<file path="src/rtl/hist_eq_remap.sv">
// Histogram-equalisation remap: streams source words, looks each pixel up in a CDF table and
// writes the rescaled word. One pixel per clock; LANES must be at least 2 for the word prefetch.
`timescale 1ns/1ps
module hist_eq_remap #(
    parameter int unsigned PIX_W  = 8,
    parameter int unsigned LANES  = 16,
    parameter int unsigned ADDR_W = 16,
    parameter int unsigned CDF_W  = 20
) (
    input  logic                     clock,
    input  logic                     reset_n,
    input  logic                     start,
    input  logic                     mode_bypass,
    input  logic [ADDR_W-1:0]        word_count,
    input  logic [ADDR_W-1:0]        src_base,
    input  logic [ADDR_W-1:0]        dst_base,
    input  logic [CDF_W-1:0]         cdf_min,
    input  logic [CDF_W-1:0]         divisor,
    output logic [ADDR_W-1:0]        src_addr,
    input  logic [LANES*PIX_W-1:0]   src_data,
    output logic [PIX_W-1:0]         cdf_addr,
    input  logic [CDF_W-1:0]         cdf_data,
    output logic                     wr_en,
    output logic [ADDR_W-1:0]        wr_addr,
    output logic [LANES*PIX_W-1:0]   wr_data,
    output logic                     busy,
    output logic                     done
);

    localparam int unsigned WORD_W = LANES * PIX_W;
    localparam int unsigned PROD_W = CDF_W + PIX_W;
    localparam int unsigned LANE_W = (LANES > 1) ? $clog2(LANES) : 1;
    localparam logic [LANE_W-1:0] LAST_LANE = LANE_W'(LANES - 1);
    localparam logic [PIX_W-1:0]  PIX_MAX   = '1;

    typedef enum logic [1:0] {StIdle, StRun, StDrain, StFinish} state_t;

    state_t r_state;
    state_t w_state_next;

    // Frame configuration captured at start
    logic               r_byp;
    logic [CDF_W-1:0]   r_min;
    logic [CDF_W-1:0]   r_div;

    // Fetch / issue stage
    logic [ADDR_W-1:0]  r_src_addr;
    logic [ADDR_W-1:0]  r_words_left;
    logic [1:0]         r_warm;
    logic [WORD_W-1:0]  r_word;
    logic               r_word_last;
    logic               r_issue;
    logic [LANE_W-1:0]  r_lane;

    // Lookup-return stage
    logic               r_p1_vld;
    logic [PIX_W-1:0]   r_p1_pix;
    logic [LANE_W-1:0]  r_p1_lane;
    logic               r_p1_last;

    // Output assembly
    logic [WORD_W-1:0]  r_acc;
    logic               r_wr_en;
    logic               r_wr_last;
    logic [ADDR_W-1:0]  r_wr_ptr;
    logic [ADDR_W-1:0]  r_wr_addr;
    logic [WORD_W-1:0]  r_wr_data;

    logic               w_accept;
    logic               w_load;
    logic               w_issue_end;
    logic [PIX_W-1:0]   w_pix;
    logic [CDF_W-1:0]   w_diff;
    logic [PROD_W-1:0]  w_prod;
    logic [PROD_W-1:0]  w_quot;
    logic [PIX_W-1:0]   w_res;
    logic [WORD_W-1:0]  w_acc_next;

    assign w_accept    = start && (r_state == StIdle);
    // Next word is loaded either after the initial read latency or as the last lane is issued
    assign w_load      = r_warm[1] || (r_issue && (r_lane == LAST_LANE) && !r_word_last);
    assign w_issue_end = r_issue && (r_lane == LAST_LANE) && r_word_last;
    assign w_pix       = r_word[r_lane*PIX_W +: PIX_W];

    assign src_addr = r_src_addr;
    assign cdf_addr = w_pix;
    assign wr_en    = r_wr_en;
    assign wr_addr  = r_wr_addr;
    assign wr_data  = r_wr_data;
    assign busy     = (r_state != StIdle);
    assign done     = (r_state == StFinish);

    always_ff @(posedge clock or negedge reset_n) begin
        if (!reset_n) begin
            r_state <= StIdle;
        end else begin
            r_state <= w_state_next;
        end
    end

    always_comb begin
        w_state_next = r_state;
        unique case (r_state)
            StIdle: begin
                if (w_accept) begin
                    w_state_next = (word_count != '0) ? StRun : StFinish;
                end
            end
            StRun: begin
                if (w_issue_end) begin
                    w_state_next = StDrain;
                end
            end
            StDrain: begin
                if (r_wr_en && r_wr_last) begin
                    w_state_next = StFinish;
                end
            end
            StFinish: begin
                w_state_next = StIdle;
            end
            default: begin
                w_state_next = StIdle;
            end
        endcase
    end

    always_comb begin
        w_diff = cdf_data - r_min;
        w_prod = PROD_W'(w_diff) * PROD_W'(PIX_MAX);
        w_quot = '0;
        if (r_div != '0) begin
            w_quot = w_prod / PROD_W'(r_div);
        end
        if (r_byp) begin
            w_res = r_p1_pix;
        end else if (cdf_data < r_min) begin
            w_res = '0;
        end else if (r_div == '0) begin
            w_res = PIX_MAX;
        end else if (w_quot > PROD_W'(PIX_MAX)) begin
            w_res = PIX_MAX;
        end else begin
            w_res = w_quot[PIX_W-1:0];
        end
        w_acc_next = r_acc;
        w_acc_next[r_p1_lane*PIX_W +: PIX_W] = w_res;
    end

    always_ff @(posedge clock or negedge reset_n) begin
        if (!reset_n) begin
            r_byp        <= 1'b0;
            r_min        <= '0;
            r_div        <= '0;
            r_src_addr   <= '0;
            r_words_left <= '0;
            r_warm       <= '0;
            r_word       <= '0;
            r_word_last  <= 1'b0;
            r_issue      <= 1'b0;
            r_lane       <= '0;
            r_p1_vld     <= 1'b0;
            r_p1_pix     <= '0;
            r_p1_lane    <= '0;
            r_p1_last    <= 1'b0;
            r_acc        <= '0;
            r_wr_en      <= 1'b0;
            r_wr_last    <= 1'b0;
            r_wr_ptr     <= '0;
            r_wr_addr    <= '0;
            r_wr_data    <= '0;
        end else begin
            r_wr_en   <= 1'b0;
            r_wr_last <= 1'b0;

            if (w_accept) begin
                r_byp        <= mode_bypass;
                r_min        <= cdf_min;
                r_div        <= divisor;
                r_src_addr   <= src_base;
                r_words_left <= word_count;
                r_wr_ptr     <= dst_base;
                r_warm       <= {1'b0, (word_count != '0)};
            end else begin
                r_warm <= {r_warm[0], 1'b0};
            end

            // src_addr moves to the next word right after a load, so its data is ready in time
            if (w_load) begin
                r_word       <= src_data;
                r_lane       <= '0;
                r_issue      <= 1'b1;
                r_words_left <= r_words_left - 1'b1;
                r_word_last  <= (r_words_left == ADDR_W'(1));
                if (r_words_left > ADDR_W'(1)) begin
                    r_src_addr <= r_src_addr + 1'b1;
                end
            end else if (r_issue) begin
                if (r_lane == LAST_LANE) begin
                    r_issue <= 1'b0;
                end else begin
                    r_lane <= r_lane + 1'b1;
                end
            end

            r_p1_vld  <= r_issue;
            r_p1_pix  <= w_pix;
            r_p1_lane <= r_lane;
            r_p1_last <= r_word_last;

            if (r_p1_vld) begin
                r_acc <= w_acc_next;
                if (r_p1_lane == LAST_LANE) begin
                    r_wr_en   <= 1'b1;
                    r_wr_last <= r_p1_last;
                    r_wr_data <= w_acc_next;
                    r_wr_addr <= r_wr_ptr;
                    r_wr_ptr  <= r_wr_ptr + 1'b1;
                end
            end
        end
    end

endmodule

</file>
<file path="config.mk">
export PLATFORM = sky130hd
export DESIGN_NAME = hist_eq_remap
export DESIGN_NICKNAME = d
export VERILOG_FILES = /design/src/rtl/hist_eq_remap.sv
export SDC_FILE = /design/constraint.sdc
export NUM_CORES = 2
export LEC_CHECK = 0
export BUFFER_PORTS_ARGS = -buffer_cell sky130_fd_sc_hd__buf_2
export CORE_UTILIZATION = 57
export DETAILED_ROUTE_END_ITERATION = 8
export GPL_ROUTABILITY_DRIVEN = 0
export GPL_TIMING_DRIVEN = 1
export PLACE_DENSITY = 0.77
export RECOVER_POWER = 50
export SYNTH_ARGS = -nofsm -noshare
export SYNTH_HDL_FRONTEND = slang
export SYNTH_SLANG_ARGS = --single-unit
</file>
<file path="constraint.sdc">
create_clock -name clock -period 162 [get_ports clock]
set_clock_uncertainty 0.15 [all_clocks]
set_input_delay 24.3 -clock clock [delete_from_list [all_inputs] [get_ports clock]]
set_output_delay 24.3 -clock clock [all_outputs]
set_load 0.02 [all_outputs]
</file>
==> Yosys cells after proc, flatten, opt, wreduce, memory -nomap -nowiden <==
Index checks and enable logic that the tools add are counted.
{ "totals": {"reg_bits": 515, "latch_bits": 0, "mem_bits_rw": 0, "mem_bits_ro": 0, "in_bits": 240, "output_inout_bits": 171, "elab_cells": 92, "memories": 0} }
{ "classes": {"addsub": 6, "multipliers": 1, "div": 1, "order_cmp": 3, "n_eq_ne": 10, "shifts": 3, "muxes": 30, "bitwise": 0, "reduce_logical": 17} }
{ "op_table": {"columns": ["operator", "count"], "rows": [
  ["128-bit bitwise mux", 1],
  ["16-bit two-way mux", 8],
  ["8-bit by 34-bit variable shift with 128-bit output, first input constant", 1],
  ["128-bit by 8-bit variable part select with 8-bit output", 1],
  ["8-bit by 34-bit variable part select with 128-bit output", 1],
  ["7-bit negator with 34-bit output", 1],
  ["16-bit by 1-bit adder with 16-bit output, second input constant", 2],
  ["8-bit two-way mux", 4],
  ["28-bit by 20-bit divider with 28-bit output", 1],
  ["28-bit by 8-bit greater-than comparator with 1-bit output, second input constant", 1],
  ["20-bit by 8-bit multiplier with 28-bit output, second input constant", 1],
  ["28-bit two-way mux", 1],
  ["20-bit zero test", 1],
  ["20-bit < comparator", 1],
  ["20-bit nonzero test", 1],
  ["20-bit subtractor", 1],
  ["16-bit by 1-bit equality test with 1-bit output, second input constant", 1],
  ["16-bit by 1-bit greater-than comparator with 1-bit output, second input constant", 1],
  ["16-bit nonzero test", 1],
  ["16-bit by 1-bit subtractor with 16-bit output, second input constant", 1],
  ["4-bit two-way mux", 3],
  ["2-bit two-way mux", 5],
  ["4-bit equality test, second input constant", 2],
  ["2-bit != test, second input constant", 4],
  ["12 further kinds", 26]
]} }

==> Depth between registers and ports, before layout <==
{ "depth": {"ltp_word": 11, "mapped_depth": 363, "depth_no_buf": 337} }

==> Worst setup path after synthesis <==
OpenSTA, ideal clock, no wires.
{ "synth_path": {"path_kind": "input to register", "start": "in cdf_data[0]", "end": "reg r_wr_data[112], in the netlist wr_data[112]", "setup_time_ns": 0.121, "arrival_ns": 94.532, "required_ns": 161.729, "setup_slack_ns": 67.197, "stages": 320, "n_path_buf": 32, "cell_sequence": "inv_1 -> ha_1 -> fa_1 -> nor2b_1 -> o21ai_0 -> a21boi_0 -> o21ai_0 -> a21boi_0 -> o21ai_0 -> a21boi_0 -> o21ai_0 -> a21oi_1 -> o21ai_0 -> a21oi_1 -> o21ai_0 -> nand2b_1 -> a21o_1 -> a21o_1 -> [284 not listed] -> nor2b_1 -> o21ai_0 -> nand2b_1 -> a21oi_1 -> nor2b_1 -> o21ai_0 -> nand2b_1 -> a21oi_1 -> o21ai_0 -> a21o_1 -> a21oi_1 -> nor2b_1 -> o21ai_0 -> nand4_1 -> o21bai_1 -> clkbuf_1 -> o211ai_1 -> a22o_1"} }
{ "synth_via": {"elab_chain_cells": 11, "word_cells_on_any_way": 12, "cone_classes": "1 x add/sub; 1 x mul; 1 x div; 2 x order compare; 1 x shift; 6 x mux"} }
{ "synth_lines": {"columns": ["item", "line", "rtl"], "rows": [
  ["from (decl)", "22", "input logic [CDF_W-1:0] cdf_data,"],
  ["20-bit subtractor", "129", "w_diff = cdf_data - r_min;"],
  ["20-bit by 8-bit multiplier with 28-bit output", "130", "w_prod = PROD_W'(w_diff) * PROD_W'(PIX_MAX);"],
  ["28-bit by 20-bit divider with 28-bit output", "133", "w_quot = w_prod / PROD_W'(r_div);"],
  ["28-bit two-way mux", "132", "if (r_div != '0) begin"],
  ["28-bit by 8-bit greater-than comparator with 1-bit output", "141", "end else if (w_quot > PROD_W'(PIX_MAX)) begin"],
  ["8-bit two-way mux", "141", null],
  ["8-bit two-way mux", "139", "end else if (r_div == '0) begin"],
  ["8-bit two-way mux *", "137", "end else if (cdf_data < r_min) begin"],
  ["8-bit two-way mux *", "135", "if (r_byp) begin"],
  ["8-bit by 34-bit variable part select with 128-bit output *", "147", "w_acc_next[r_p1_lane*PIX_W +: PIX_W] = w_res;"],
  ["128-bit bitwise mux *", "147", null],
  ["to (signal assigned)", "216", "r_wr_data <= w_acc_next;"],
  ["to (decl)", "67", "logic [WORD_W-1:0] r_wr_data;"]
]} }
Every way passes the cells marked *; elsewhere a longest branch is shown, timed or not.
A chain may end at the register's enable or synchronous reset.

==> Final worst setup path <==
{ "layout_path": {"start": "in cdf_data[0]", "end": "reg r_acc[80]"} }
{ "layout_via": {"elab_chain_cells": 11, "word_cells_on_any_way": 12, "cone_classes": "1 x add/sub; 1 x mul; 1 x div; 2 x order compare; 1 x shift; 6 x mux"} }
{ "layout_lines": {"columns": ["item", "line", "rtl"], "rows": [
  ["20-bit subtractor", "129", null],
  ["20-bit by 8-bit multiplier with 28-bit output", "130", null],
  ["28-bit by 20-bit divider with 28-bit output", "133", null],
  ["28-bit two-way mux", "132", null],
  ["28-bit by 8-bit greater-than comparator with 1-bit output", "141", null],
  ["8-bit two-way mux", "141", null],
  ["8-bit two-way mux", "139", null],
  ["8-bit two-way mux *", "137", null],
  ["8-bit two-way mux *", "135", null],
  ["8-bit by 34-bit variable part select with 128-bit output *", "147", null],
  ["128-bit bitwise mux *", "147", null],
  ["to (signal assigned)", "212", "r_acc <= w_acc_next;"],
  ["to (decl)", "62", "logic [WORD_W-1:0] r_acc;"]
]} }
Marked as above.

==> metrics.md <==
| Metric | Value |
|---|---|
| Vias in the first global route | `41670` |
| Post-synth EDFFs | `0` |
| Yosys top cell by area | `dfrtp_1` |
| Gr busiest metal | `met2` |
| CORE AREA | `80810 um^2` |
| Met2 usage | `52.36%` |
| Max Cap Viol | `9` |
| Most used cell, CP | `o21ai_0` |
| Worst flop-to-flop path endpoint | `r_acc[80]` |
| Post-synth top area share | `about 28%` |
| DP HPWL | `108000 um` |
| Critical Path AT | `between 100000 and 150000 ps` |
| Yosys reg bits | `between 500 and 600` |
| Largest cells by area after synthesis | `dfrtp_1, ha_1, nand2_1` |
| Met1 Usage GRT | `45.29%` |
| Distinct cell type count after synthesis | `between 100 and 150` |
| Initial Utilization | `roughly 58%` |
| Nets | `between 6000 and 7000` |
| Tcrit/Tclk final | `between 60% and 70%` |
| Top_reg_cell synth | `dfrtp_1` |
| Hold/Removal Path Class | `reg2reg` |
| Most frequent cells in the layout | `nand2_1, dfrtp_1, nor2_1` |
| TritonRoute pass-1 iters | `9` |
| Failing checks | `design-rule violations, max-capacitance violations, max-slew violations` |
| Post-synthesis instance total | `5774` |
| Die W | `~290 um` |
| Longest Clk Path Bufs | `3` |
| Finish-stage setup viols | `0` |
| Setup TNS | `0 ps` |
| Post CTS Setup Buffer Count | `0` |
| Critical Path RT | `between 150000 and 200000 ps` |
| Share of post-route cells with drive strength above 1 | `10.27%` |
| CTS tree | `built` |
| I/O Pins | `~400` |
| Via density | `roughly 6.2` |
| Worst-path maximum fanout | `34` |
| Commonest non-fill, non-tap cell in the layout | `nand2_1` |
| Max-Slew Margin vs Limit | `-305.7%` |
| Clock root cell | `clkbuf_16` |
| Post-Syn Area | `between 40000 and 50000 um^2` |
| Die ar. | `~83000 um^2` |
| Worst skew pair latency | `~650 ps` |
| Status | `finished with violations` |
| Final worst path period need | `between 100000 and 150000 ps` |
| Flop2flop setup slack | `approximately 83000 ps` |
| First-pass GRT wire length | `roughly 220000 um` |
| CTS Hold Bufs | `0` |
| Drt initial violations | `roughly 4800` |
| ANT nets after route | `0` |
| Remaining DRCs | `13` |
| CP Launch Type | `input port` |
| Post-synth ARST share | `100.0%` |
| Post-Route WL | `between 100000 and 150000 um` |
| Initial antenna violation count | `32` |
| Average size of a mapped cell | `~8 um^2` |
| Grt ovf | `0` |
| Final Hold Vio Count | `0` |
| HP Start | `r_word_last` |
| Row cnt | `between 100 and 150` |
| Met3 usage | `under 10%` |
| Clock-pin slew on the worst setup and hold paths | `about 60 ps` |
| CTS sink count | `roughly 520` |
| Die height | `288.4 um` |
| Wire per inst | `just under 20 um` |
| Input/output buffers | `410` |
| Pin count of the biggest net entering global routing | `261` |
| DR vias | `between 40000 and 50000` |
| Seq/Total Area, Yosys | `between 20 and 30%` |
| Crit end category | `flip-flop` |
| Worst Reg-to-Reg Cells | `roughly 300` |
| Worst Hold Depth | `0` |
| Crit Path Category | `in2reg` |
| Cts repair resizes | `0` |
| Yosys warns | `0` |
| Crit path max-delay cell type | `nor2b_1` |
| # H-tree levels | `2` |
| Cts bufs inserted | `between 50 and 60` |
| Syn_nets | `between 6000 and 7000` |
| Worst reg2reg startpoint | `r_min[0]` |
| Placed cells | `just over 7000` |
| Final cell count without fillers | `roughly 7200` |
| Syn-to-layout area delta | `10.60%` |
| Worst Hold End | `r_p1_last` |
| Fmax | `0.009728 GHz` |
| Max stage delay on crit path | `1000 ps` |
| Final slew viol count | `just under 600` |
| Hold Slack | `approximately 260 ps` |
| Total GRT Usage | `about a third` |
| Slew @ Worst Pin | `~6100 ps` |
| RSZ-0062 raised after global routing | `no` |
==> critical path: cells and delay by family <==
| family | cells | cell delay (ps) |
|---|---|---|
| buf+inv | 13 | 3130 |
| simple gates | 64 | 14770 |
| fa+ha+maj | 35 | 12090 |
| xor+xnor | 1 | 460 |
| mux | 7 | 2470 |
| compound gates | 183 | 45650 |
==> stage by stage <==
step                utilization, %  setup WS (ps)  area, um^2
finish                       63.99          59210       51710
global route                 63.96          53080       51690
CTS                          64.20          61020       51880
detailed placement           61.71          60580       49870
global placement             61.71          63040       49870
floorplan                        -          67200       46750
==> kinds of logic (layout without fill, tap and decap cells) <==
family                   after synthesis  after routing  share of synthesized area [%]
XOR/XNOR                             246            246                          4.609
adder cells (fa/ha/maj)              544            544                          15.86
AO/OA/AOI/OAI                       1523           1523                          20.91
AND/OR/NAND/NOR                     2222           2222                          20.69
buffers and inverters                488            859                          3.950
flip-flops                           515            515                          27.57
multiplexers                         236            236                          6.421
other                                  0             27                              0
==> how the worst max path moves through the flow <==
stage,start,to,slack [ps],cells past startpoint
global placement,cdf_data[0],r_acc[48],63040,304
CTS,cdf_data[0],r_acc[40],61020,304
floorplan,cdf_data[0],wr_data[112],67200,320
finish,cdf_data[0],r_acc[80],59210,303
detailed placement,cdf_data[0],r_acc[72],60580,304
global route,cdf_data[0],r_acc[88],53080,310
==> synthesized netlist by cell type (26+ instances only) <==
library cell / count
nand3_1: 105
a31oi_1: 35
and2_1: 41
o21ai_1: 27
nand2b_1: 51
o31ai_1: 59
a211oi_1: 33
nand4_1: 26
and3_1: 42
clkbuf_1: 171
xnor2_1: 136
nor2b_1: 40
a21o_1: 100
o21ai_0: 469
a21oi_1: 332
o21a_1: 123
xor2_1: 110
or3_1: 34
mux2_2: 106
nand2_1: 1118
mux4_2: 40
fa_1: 82
o211ai_1: 48
nor2_1: 507
inv_1: 290
dfrtp_1: 515
nor3_1: 154
ha_1: 459
mux2i_1: 88
==> routing by layer <==
layer  part of all wire (%)  up-vias
met2                     45     2017
met4                    5.0       14
met5                  0.058        -
met1                     42    20920
li1                       -    21170
met3                    8.6      409
==> final cells by class <==
cell class	instances	area (um^2)
Multi-Input combinational cell	4771	32050
Timing Repair Buffer	466	2272
Fill cell	6931	29100
Inverter	291	1092
Sequential cell	515	12890
Tap cell	1060	1326
Clock inverter	26	407.9
Clock buffer	76	1605
Antenna cell	27	67.56
==> flip-flops by register name, indices dropped and copies added, names as in the netlist, 2 cells and up <==
| signal | cells |
|---|---|
| wr_addr | 16 |
| r_word | 128 |
| r_p1_lane | 4 |
| r_words_left | 16 |
| r_min | 20 |
| r_acc | 128 |
| wr_data | 128 |
| src_addr | 16 |
| r_warm | 2 |
| r_div | 20 |
| r_state | 2 |
| r_wr_ptr | 16 |
| r_p1_pix | 8 |
| r_lane | 4 |
Power is not shown: default switching activity piles up to over one toggle a cycle in this logic, so the estimate is an artifact.
